===== config.mk =====
export PLATFORM = sky130hd
export DESIGN_NAME = sipo_deserializer
export DESIGN_NICKNAME = d
export VERILOG_FILES = /design/src/rtl/sipo_deserializer.sv
export SDC_FILE = /design/constraint.sdc
export NUM_CORES = 1
export LEC_CHECK = 0
export BUFFER_PORTS_ARGS = -buffer_cell sky130_fd_sc_hd__buf_2
export CAP_MARGIN = 20
export CELL_PAD_IN_SITES_DETAIL_PLACEMENT = 0
export CELL_PAD_IN_SITES_GLOBAL_PLACEMENT = 2
export CORE_MARGIN = 5
export CORE_UTILIZATION = 38
export CTS_BUF_LIST = sky130_fd_sc_hd__clkbuf_2
export DETAILED_ROUTE_END_ITERATION = 12
export PLACE_DENSITY = 0.92
export SETUP_SLACK_MARGIN = 0.2
export SYNTH_ARGS = -nofsm -noshare
export SYNTH_HDL_FRONTEND = slang
export SYNTH_SLANG_ARGS = --single-unit

===== constraint.sdc =====
create_clock -name C -period 2.2 [get_ports C]
set_clock_uncertainty 0.15 [all_clocks]
set_input_delay 0.11 -clock C [delete_from_list [all_inputs] [get_ports C]]
set_output_delay 0.11 -clock C [all_outputs]
set_load 0.05 [all_outputs]

===== src/rtl/sipo_deserializer.sv =====
// Serial-in, parallel-out receiver.
// Collects framed serial bits (SFRM marks bit 0) into WIDTH-bit words and
// presents each completed word on a valid/ready port through a holding
// register, so the next word can be shifted in while the previous one waits.
module sipo_deserializer #(
    parameter int unsigned WIDTH     = 8,
    parameter bit          LSB_FIRST = 1'b1
) (
    input  logic             C,
    input  logic             RST,
    input  logic             SI,
    input  logic             SV,
    input  logic             SFRM,
    output logic [WIDTH-1:0] PO,
    output logic             PV,
    input  logic             PR,
    output logic             BUSY,
    output logic             OVF,
    output logic             ERR,
    input  logic             CLR_ERR
);

    localparam int unsigned CW = $clog2(WIDTH + 1);

    localparam logic [0:0]    ST_IDLE  = 1'b0;
    localparam logic [0:0]    ST_SHIFT = 1'b1;
    localparam logic [CW-1:0] CNT_LAST = CW'(WIDTH - 1);
    localparam logic [CW-1:0] CNT_ONE  = CW'(1);

    logic [0:0]       r_state;
    logic [CW-1:0]    r_cnt;
    logic [WIDTH-1:0] r_sreg;
    logic [WIDTH-1:0] r_po;
    logic             r_pv;
    logic             r_ovf;
    logic             r_err;

    logic [0:0]       w_state;
    logic [CW-1:0]    w_cnt;
    logic [WIDTH-1:0] w_sreg;
    logic [WIDTH-1:0] w_shifted;
    logic             w_done;
    logic             w_abort;
    logic             w_load;
    logic             w_drop;
    logic             w_pop;

    // Shift register with the incoming bit inserted at the configured end
    always_comb begin
        w_shifted = r_sreg;
        if (LSB_FIRST) begin
            w_shifted = {SI, r_sreg[WIDTH-1:1]};
        end else begin
            w_shifted = {r_sreg[WIDTH-2:0], SI};
        end
    end

    // Receive FSM: framing, bit counting, completion and abort detection
    always_comb begin
        w_state = r_state;
        w_cnt   = r_cnt;
        w_sreg  = r_sreg;
        w_done  = 1'b0;
        w_abort = 1'b0;
        case (r_state)
            ST_IDLE: begin
                // Unframed bits while idle are silently ignored
                if (SV && SFRM) begin
                    w_sreg  = w_shifted;
                    w_cnt   = CNT_ONE;
                    w_state = ST_SHIFT;
                end
            end
            ST_SHIFT: begin
                if (SV) begin
                    w_sreg = w_shifted;
                    if (SFRM) begin
                        // Restart: this bit becomes bit 0 of a new word
                        w_abort = 1'b1;
                        w_cnt   = CNT_ONE;
                    end else if (r_cnt == CNT_LAST) begin
                        w_done  = 1'b1;
                        w_cnt   = '0;
                        w_state = ST_IDLE;
                    end else begin
                        w_cnt = r_cnt + CNT_ONE;
                    end
                end
            end
            default: begin
                w_state = ST_IDLE;
                w_cnt   = '0;
            end
        endcase
    end

    // Holding-register handshake: load, drop on overflow, or pop
    always_comb begin
        w_load = w_done && (!r_pv || PR);
        w_drop = w_done && r_pv && !PR;
        w_pop  = r_pv && PR && !w_done;
    end

    // State update; reset discards any partial or held word
    always_ff @(posedge C) begin
        if (RST) begin
            r_state <= ST_IDLE;
            r_cnt   <= '0;
            r_sreg  <= '0;
            r_po    <= '0;
            r_pv    <= 1'b0;
            r_ovf   <= 1'b0;
            r_err   <= 1'b0;
        end else begin
            r_state <= w_state;
            r_cnt   <= w_cnt;
            r_sreg  <= w_sreg;
            if (w_load) begin
                r_po <= w_sreg;
                r_pv <= 1'b1;
            end else if (w_pop) begin
                r_pv <= 1'b0;
            end
            // A set event on the same edge as CLR_ERR keeps the flag set
            r_ovf <= (r_ovf && !CLR_ERR) || w_drop;
            r_err <= (r_err && !CLR_ERR) || w_abort;
        end
    end

    assign PO   = r_po;
    assign PV   = r_pv;
    assign BUSY = (r_state == ST_SHIFT);
    assign OVF  = r_ovf;
    assign ERR  = r_err;

endmodule


==> results of run 1 <==
registers in the layout, summed over array words and instances (netlist names):
signal,count
ERR,1
PV,1
OVF,1
BUSY,1
PO,8
r_sreg,8
r_cnt,4
cell families after synthesis:
group	Yosys count
AO/OA/AOI/OAI	28
adder cells (fa/ha/maj)	1
buffers and inverters	9
flip-flops	24
multiplexers	8
AND/OR/NAND/NOR	30
timing repair:
item | CTS | global route
buffers inserted | 0 | 0
hold endpoints to repair | 8 | 0
hold buffers | 6 | 0
power by group:
part           switching (uW)  total [uW]  leakage [uW]  internal (uW)
clock network             130         286     0.0000266            157
logic                    33.3        58.4      0.000281           25.1
registers                5.15         446      0.000194            441
total                     168         791      0.000501            623
cell usage in the layout (no fill, tap or decap):
cell	n
and2_1	1
a21oi_1	6
inv_1	1
or4b_1	1
nand4b_1	2
or2b_1	1
buf_4	2
a31oi_1	9
bufinv_16	1
nand3_1	1
nand2b_1	3
dlygate4sd3_1	6
o21ai_1	1
and4b_1	1
o22ai_1	1
and4b_4	1
ha_1	1
nor2_1	10
o32ai_1	1
nand3b_1	3
buf_2	18
and3_4	1
nand2_1	4
mux2i_1	8
a22oi_1	2
dfxtp_1	24
clkbuf_2	3
a211oi_2	8
nor2b_1	1
worst min-delay path by stage:
stage                  from        end  slack, ns  cells past startpoint
floorplan              SFRM        ERR        0.1                      2
global placement    CLR_ERR        OVF       0.24                      3
detailed placement  CLR_ERR        ERR       0.25                      3
CTS                     RST       BUSY       0.04                      2
global route            RST  r_sreg[5]       0.04                      2
finish                  RST       BUSY       0.05                      2
worst register-to-register path: cells and delay by family, from the launching register on:
family / cells / cell delay (ns)
flip-flops: 1 / 0.53
buffers and inverters: 1 / 0.55
AND/OR/NAND/NOR: 2 / 0.30
AO/OA/AOI/OAI: 1 / 0.11
routing by layer:
layer / routed length, microns / GRT usage, % / vias to the layer above
met5: 0 / 0 / -
met2: 892 / 18.2 / 13
met1: 962 / 14.7 / 383
met4: 12 / 4.55 / 0
met3: 76 / 2.07 / 2
li1: - / - / 411
through the flow:
step	hold slack (ns)	instances	util, %	setup slack (ns)
after floorplan	0.0960	100	-	0.505
after global placement	0.239	142	44.5	0.644
after detailed placement	0.250	142	44.5	0.632
after CTS	0.0410	152	48.7	0.541
after global routing	0.0373	152	48.7	0.434
final	0.0503	152	48.7	0.519
area by class of cell:
type | instances | area, sq um
fill | 255 | 1290
sequential | 24 | 480
inverter | 1 | 3.75
tap | 30 | 37.5
timing repair buffer | 26 | 165
clock buffer | 3 | 15.0
multi-input combinational | 67 | 495
clock inverter | 1 | 30.0
==> impl_metrics.xml, run 1 <==
<?xml version="1.0" encoding="UTF-8"?>
<metrics>
  <group name="worst_setup_path">
    <metric name="critPathArrivalTime" unit="ns">1.83</metric>
    <metric name="worstRegToRegCells" unit="">4</metric>
    <metric name="worstSetupEndpointType" unit="">flip-flop</metric>
    <metric name="crit_path_max_incr_delay" unit="ns">0.55</metric>
    <metric name="reg2reg_setup_slack" unit="ns">0.52</metric>
    <metric name="worstPathRequired" unit="ns">2.35</metric>
    <metric name="worst_r2r_startpoint" unit="">BUSY</metric>
    <metric name="endpoint" unit="">ERR</metric>
    <metric name="critical_path_depth" unit="">4</metric>
    <metric name="timing.critical_path.slowest_stage_cell" unit="">dlygate4sd3_1</metric>
    <metric name="timing.critical_path.buf_inv" unit="">1</metric>
    <metric name="worstSetupStartpointType" unit="">flip-flop</metric>
    <metric name="critical_path_launch_point" unit="">BUSY</metric>
    <metric name="worst-setup-path-type" unit="">flip-flop to flip-flop</metric>
    <metric name="critical_path.max_fanout" unit="">9</metric>
    <metric name="critical-path-top-delay-family" unit="">buffers and inverters</metric>
    <metric name="rr_endpoint" unit="">ERR</metric>
    <metric name="crit_path_cell_trace" unit="">and2_1 &gt; nand2_1 &gt; a21oi_1 &gt; dlygate4sd3_1</metric>
  </group>
  <group name="placement">
    <metric name="buffer_ports.inserted" unit="">18</metric>
    <metric name="hpwlAfterDp" unit="microns">1350</metric>
    <metric name="detailed_place.area" unit="sq um">1120</metric>
    <metric name="routabilityCongestion" unit="">0.766</metric>
  </group>
  <group name="die">
    <metric name="io-pin-count" unit="">19</metric>
    <metric name="floorplan.initialDensity" unit="%">40.7</metric>
    <metric name="core_region_area" unit="sq um">2520</metric>
    <metric name="die_area" unit="sq um">3840</metric>
    <metric name="fp-row-count" unit="">18</metric>
    <metric name="floorplan_die_height" unit="microns">62.0</metric>
    <metric name="die_width" unit="microns">62.0</metric>
  </group>
  <group name="clock_tree">
    <metric name="clk_pin_slew" unit="ns">0.22</metric>
    <metric name="tritoncts.num_buffers" unit="">3</metric>
    <metric name="worstSkewPairLatency" unit="ns">0.33</metric>
    <metric name="cts_repair_resize_count" unit="">0</metric>
    <metric name="count_of_clock_tree_sinks" unit="">24</metric>
    <metric name="ctsRootBufferMaster" unit="">clkbuf_2</metric>
    <metric name="deepest_level_of_the_cts_h_tree" unit="">1</metric>
    <metric name="cts_tree" unit="">yes</metric>
    <metric name="cts-root-to-sink-buffers" unit="">2</metric>
  </group>
  <group name="yosys">
    <metric name="synth_cell_type_count" unit="">30</metric>
    <metric name="synth_largest_area_cell" unit="">dfxtp_1</metric>
    <metric name="ys_ff_latch" unit="">24</metric>
    <metric name="synth_compound_gate_area_share" unit="%">21.6</metric>
    <metric name="seq_area_frac_synth" unit="%">46.8</metric>
    <metric name="mappedNetlistNets" unit="">108</metric>
    <metric name="synth-simple-area-share" unit="%">17.7</metric>
    <metric name="synth_area" unit="sq um">1030</metric>
    <metric name="async_reset_ff_share" unit="%">0</metric>
    <metric name="synth_mux_area_share" unit="%">7.80</metric>
    <metric name="synth-adder-area-share" unit="%">1.22</metric>
    <metric name="yosys-top-cells-area" unit="">dfxtp_1, a211oi_2, mux2i_1</metric>
    <metric name="post-synth-top-area-fraction" unit="%">46.8</metric>
    <metric name="synthesis.instances" unit="">100</metric>
    <metric name="synthXorXnorAreaFrac" unit="%">0</metric>
    <metric name="yosys_warnings" unit="">0</metric>
    <metric name="synth-main-ff-cell" unit="">dfxtp_1</metric>
    <metric name="synth_edf_count" unit="">0</metric>
    <metric name="post_synth_most_frequent_cells" unit="">dfxtp_1, nor2_1, a31oi_1</metric>
    <metric name="dominant_combinational_cell_family_by_area_after_synthesis" unit="">compound AO/OA/AOI/OAI gates</metric>
    <metric name="yosys.cell_count.top_type" unit="">dfxtp_1</metric>
    <metric name="synth.avg_cell_area" unit="sq um">10.3</metric>
  </group>
  <group name="outcome">
    <metric name="run_status" unit="">finished clean</metric>
  </group>
  <group name="routing">
    <metric name="wire_per_inst" unit="microns">12.8</metric>
    <metric name="drt_iter0_drc" unit="">12</metric>
    <metric name="antenna_left" unit="">0</metric>
    <metric name="detail_route.wirelength" unit="microns">1950</metric>
    <metric name="post_drt_via_cell_ratio" unit="">5.32</metric>
    <metric name="drt_first_pass_iters" unit="">4</metric>
    <metric name="dr_total_vias" unit="">809</metric>
    <metric name="detailed_route_drc_error_count" unit="">0</metric>
  </group>
  <group name="grt">
    <metric name="initial_antenna_violation_count" unit="">0</metric>
    <metric name="global_route.usage.total" unit="%">11.2</metric>
    <metric name="maximum_number_of_pins_on_one_net_before_global_route_repair" unit="">26</metric>
    <metric name="first_global_vias" unit="">750</metric>
    <metric name="globalRouteOverflowTotal" unit="">0</metric>
    <metric name="grt_pass1_wl" unit="microns">3250</metric>
  </group>
  <group name="layout">
    <metric name="antenna_cells" unit="">0</metric>
    <metric name="design.final.nets" unit="">131</metric>
    <metric name="final_layout_size_suffix_gt1_share" unit="%">27.9</metric>
    <metric name="fin_area" unit="sq um">1230</metric>
    <metric name="layout-area-overhead-vs-synth" unit="%">19.6</metric>
  </group>
  <group name="timing">
    <metric name="setup_viol" unit="">0</metric>
    <metric name="max_freq" unit="MHz">595</metric>
    <metric name="timing.setup.tns" unit="ns">0</metric>
    <metric name="pin_slew_with_the_least_headroom_to_its_limit" unit="ns">0.513</metric>
    <metric name="hold_viol_final" unit="">0</metric>
    <metric name="setup_repair_after_global_routing_missed_its_margin" unit="">false</metric>
    <metric name="fin_crit_sh" unit="%">76.4</metric>
    <metric name="relSlewSlack" unit="%">65.8</metric>
    <metric name="final_slew_viol_count" unit="">0</metric>
    <metric name="layout_min_cycle_time" unit="ns">1.68</metric>
  </group>
  <group name="run">
    <metric name="maxCapViolCount" unit="">0</metric>
  </group>
  <group name="power">
    <metric name="static-leakage-power" unit="uW">0.000501</metric>
    <metric name="power.ir.vdd_worst" unit="mV">0.454</metric>
    <metric name="report.power.total" unit="uW">791</metric>
    <metric name="power.density" unit="nW/um^2">644</metric>
  </group>
  <group name="min_path">
    <metric name="hold_class" unit="">primary input to flip-flop</metric>
  </group>
</metrics>
Note: power is estimated with default switching activity, not from simulation.
==> run 2, diff against run 1 <==
Settings changed: CORE_UTILIZATION 38 to 35, PLACE_DENSITY 0.92 to 0.86.
Clock period 2.2 ns to 1.8 ns, I/O delays scaled along.
==> impl_metrics.xml, run 2 (synthesis gave the netlist of run 1 again) <==
<?xml version="1.0" encoding="UTF-8"?>
<metrics>
  <group name="clock_tree">
    <metric name="tritoncts.num_buffers" unit="">3</metric>
    <metric name="deepest_level_of_the_cts_h_tree" unit="">1</metric>
    <metric name="ctsRootBufferMaster" unit="">clkbuf_2</metric>
    <metric name="worstSkewPairLatency" unit="ns">0.33</metric>
    <metric name="cts_tree" unit="">yes</metric>
    <metric name="count_of_clock_tree_sinks" unit="">24</metric>
    <metric name="clk_pin_slew" unit="ns">0.22</metric>
    <metric name="cts-root-to-sink-buffers" unit="">2</metric>
  </group>
  <group name="die">
    <metric name="fp-row-count" unit="">19</metric>
    <metric name="die_area" unit="sq um">4110</metric>
    <metric name="floorplan_die_height" unit="microns">64.1</metric>
    <metric name="floorplan.initialDensity" unit="%">36.9</metric>
    <metric name="die_width" unit="microns">64.1</metric>
    <metric name="core_region_area" unit="sq um">2780</metric>
    <metric name="io-pin-count" unit="">19</metric>
  </group>
  <group name="layout">
    <metric name="layout_common_cells" unit="">dfxtp_1, buf_2, nor2_1</metric>
    <metric name="design.final.nets" unit="">134</metric>
    <metric name="layout.cells.most_common" unit="">dfxtp_1</metric>
    <metric name="finalCoreUtilization" unit="%">45.9</metric>
    <metric name="final_layout_size_suffix_gt1_share" unit="%">35.2</metric>
    <metric name="layout-area-overhead-vs-synth" unit="%">24.5</metric>
    <metric name="antenna_cells" unit="">0</metric>
  </group>
  <group name="power">
    <metric name="power.density" unit="nW/um^2">758</metric>
    <metric name="power.ir.vdd_worst" unit="mV">0.385</metric>
    <metric name="static-leakage-power" unit="uW">0.000519</metric>
  </group>
  <group name="worst_setup_path">
    <metric name="worstSetupEndpointType" unit="">flip-flop</metric>
    <metric name="reg2reg_setup_slack" unit="ns">0.29</metric>
    <metric name="critical_path.max_fanout" unit="">10</metric>
    <metric name="worstPathRequired" unit="ns">1.90</metric>
    <metric name="worstSetupStartpointType" unit="">primary input</metric>
    <metric name="critPathArrivalTime" unit="ns">1.68</metric>
    <metric name="worst-setup-path-type" unit="">primary input to flip-flop</metric>
  </group>
  <group name="placement">
    <metric name="routabilityCongestion" unit="">0.725</metric>
    <metric name="hpwlAfterDp" unit="microns">1480</metric>
    <metric name="pre_cts_ws" unit="ns">0.203</metric>
    <metric name="buffer_ports.inserted" unit="">18</metric>
  </group>
  <group name="timing">
    <metric name="fin_crit_sh" unit="%">87.4</metric>
    <metric name="relSlewSlack" unit="%">65.4</metric>
    <metric name="final_slew_viol_count" unit="">0</metric>
    <metric name="setup_viol" unit="">0</metric>
    <metric name="setup_repair_after_global_routing_missed_its_margin" unit="">false</metric>
    <metric name="hold_viol_final" unit="">0</metric>
    <metric name="worst_slack" unit="ns">0.226</metric>
    <metric name="timing.setup.tns" unit="ns">0</metric>
    <metric name="max_freq" unit="MHz">635</metric>
    <metric name="layout_min_cycle_time" unit="ns">1.57</metric>
    <metric name="pin_slew_with_the_least_headroom_to_its_limit" unit="ns">0.519</metric>
  </group>
  <group name="grt">
    <metric name="global_route.usage.total" unit="%">10.7</metric>
    <metric name="grt_pass1_wl" unit="microns">3600</metric>
    <metric name="first_global_vias" unit="">826</metric>
    <metric name="maximum_number_of_pins_on_one_net_before_global_route_repair" unit="">26</metric>
    <metric name="initial_antenna_violation_count" unit="">0</metric>
    <metric name="globalRouteOverflowTotal" unit="">0</metric>
  </group>
  <group name="routing">
    <metric name="detail_route.wirelength" unit="microns">2180</metric>
    <metric name="drt_iter0_drc" unit="">10</metric>
    <metric name="post_drt_via_cell_ratio" unit="">5.23</metric>
    <metric name="wire_per_inst" unit="microns">14.0</metric>
    <metric name="antenna_left" unit="">0</metric>
    <metric name="detailed_route_drc_error_count" unit="">0</metric>
    <metric name="dr_total_vias" unit="">816</metric>
    <metric name="drt_first_pass_iters" unit="">4</metric>
  </group>
  <group name="min_path">
    <metric name="hold_class" unit="">primary input to flip-flop</metric>
  </group>
  <group name="run">
    <metric name="maxCapViolCount" unit="">0</metric>
  </group>
  <group name="outcome">
    <metric name="run_status" unit="">finished clean</metric>
  </group>
</metrics>
## run 2: cell count changes in the layout (fill, tap and decap cells not counted), sizes merged
| cell | before | now |
|---|---|---|
| buf | 20 | 21 |
| clkbuf | 3 | 4 |
| and4b | 2 | 3 |
## run 2: critical path: stages
cell and delay [ns]:
dlygate4sd3_1 0.53, clkbuf_4 0.18, and2_4 0.17, nand2_1 0.07, a21oi_1 0.05, dlygate4sd3_1 0.57
## run 2: layout make-up
class                   count  area, sq um
clock buffers               3         15.0
repair buffers             28          183
multi-input cells          68          519
fillers                   258         1500
flip-flops and latches     24          488
inverters                   1         3.75
clock inverters             1         30.0
well taps                  31         38.8
## run 2: path summary, 6_finish.rpt
kind / depth (start not counted) / from / to
min reg2reg: 2 / r_cnt[1] / r_cnt[1]
min: 2 / RST / BUSY
max: 6 / SV / ERR
max reg2reg: 4 / r_cnt[0] / PO[6]
## run 2: timing repair
action | 4_1_cts | 5_1_grt
pin swaps | 1 | 1
hold buffers | 6 | 0
resized for setup | 1 | 7
cloned | 0 | 1
setup buffers | 1 | 1
hold endpoints to repair | 9 | 0
setup endpoints to repair | 8 | 10
## run 2: report_power, final
| group | leakage [uW] | internal [uW] | switching [uW] |
|---|---|---|---|
| combinational | 0.000296 | 34.2 | 43.2 |
| clock | 0.0000266 | 191 | 155 |
| sequential | 0.000196 | 539 | 5.71 |
| total | 0.000519 | 765 | 203 |
## run 2: metal layers
metal / part of all wire, % / track usage (%) / vias to the layer above / routed length [microns]
met2: 47 / 18.2 / 11 / 1030
met1: 49 / 12.8 / 380 / 1060
li1: - / - / 423 / -
met3: 3.4 / 2.10 / 2 / 73
met4: 0.78 / 5.34 / 0 / 17
met5: 0 / 0 / - / 0
## run 2: per-stage QoR
step	instance area, sq um	hold slack [ns]	std cells	total power (uW)
detailed placement	1130	0.231	143	619
global placement	1130	0.221	143	618
finish	1280	0.0416	156	968
global route	1280	0.0291	156	1020
CTS	1240	0.0187	154	985
floorplan	1030	0.0760	100	599
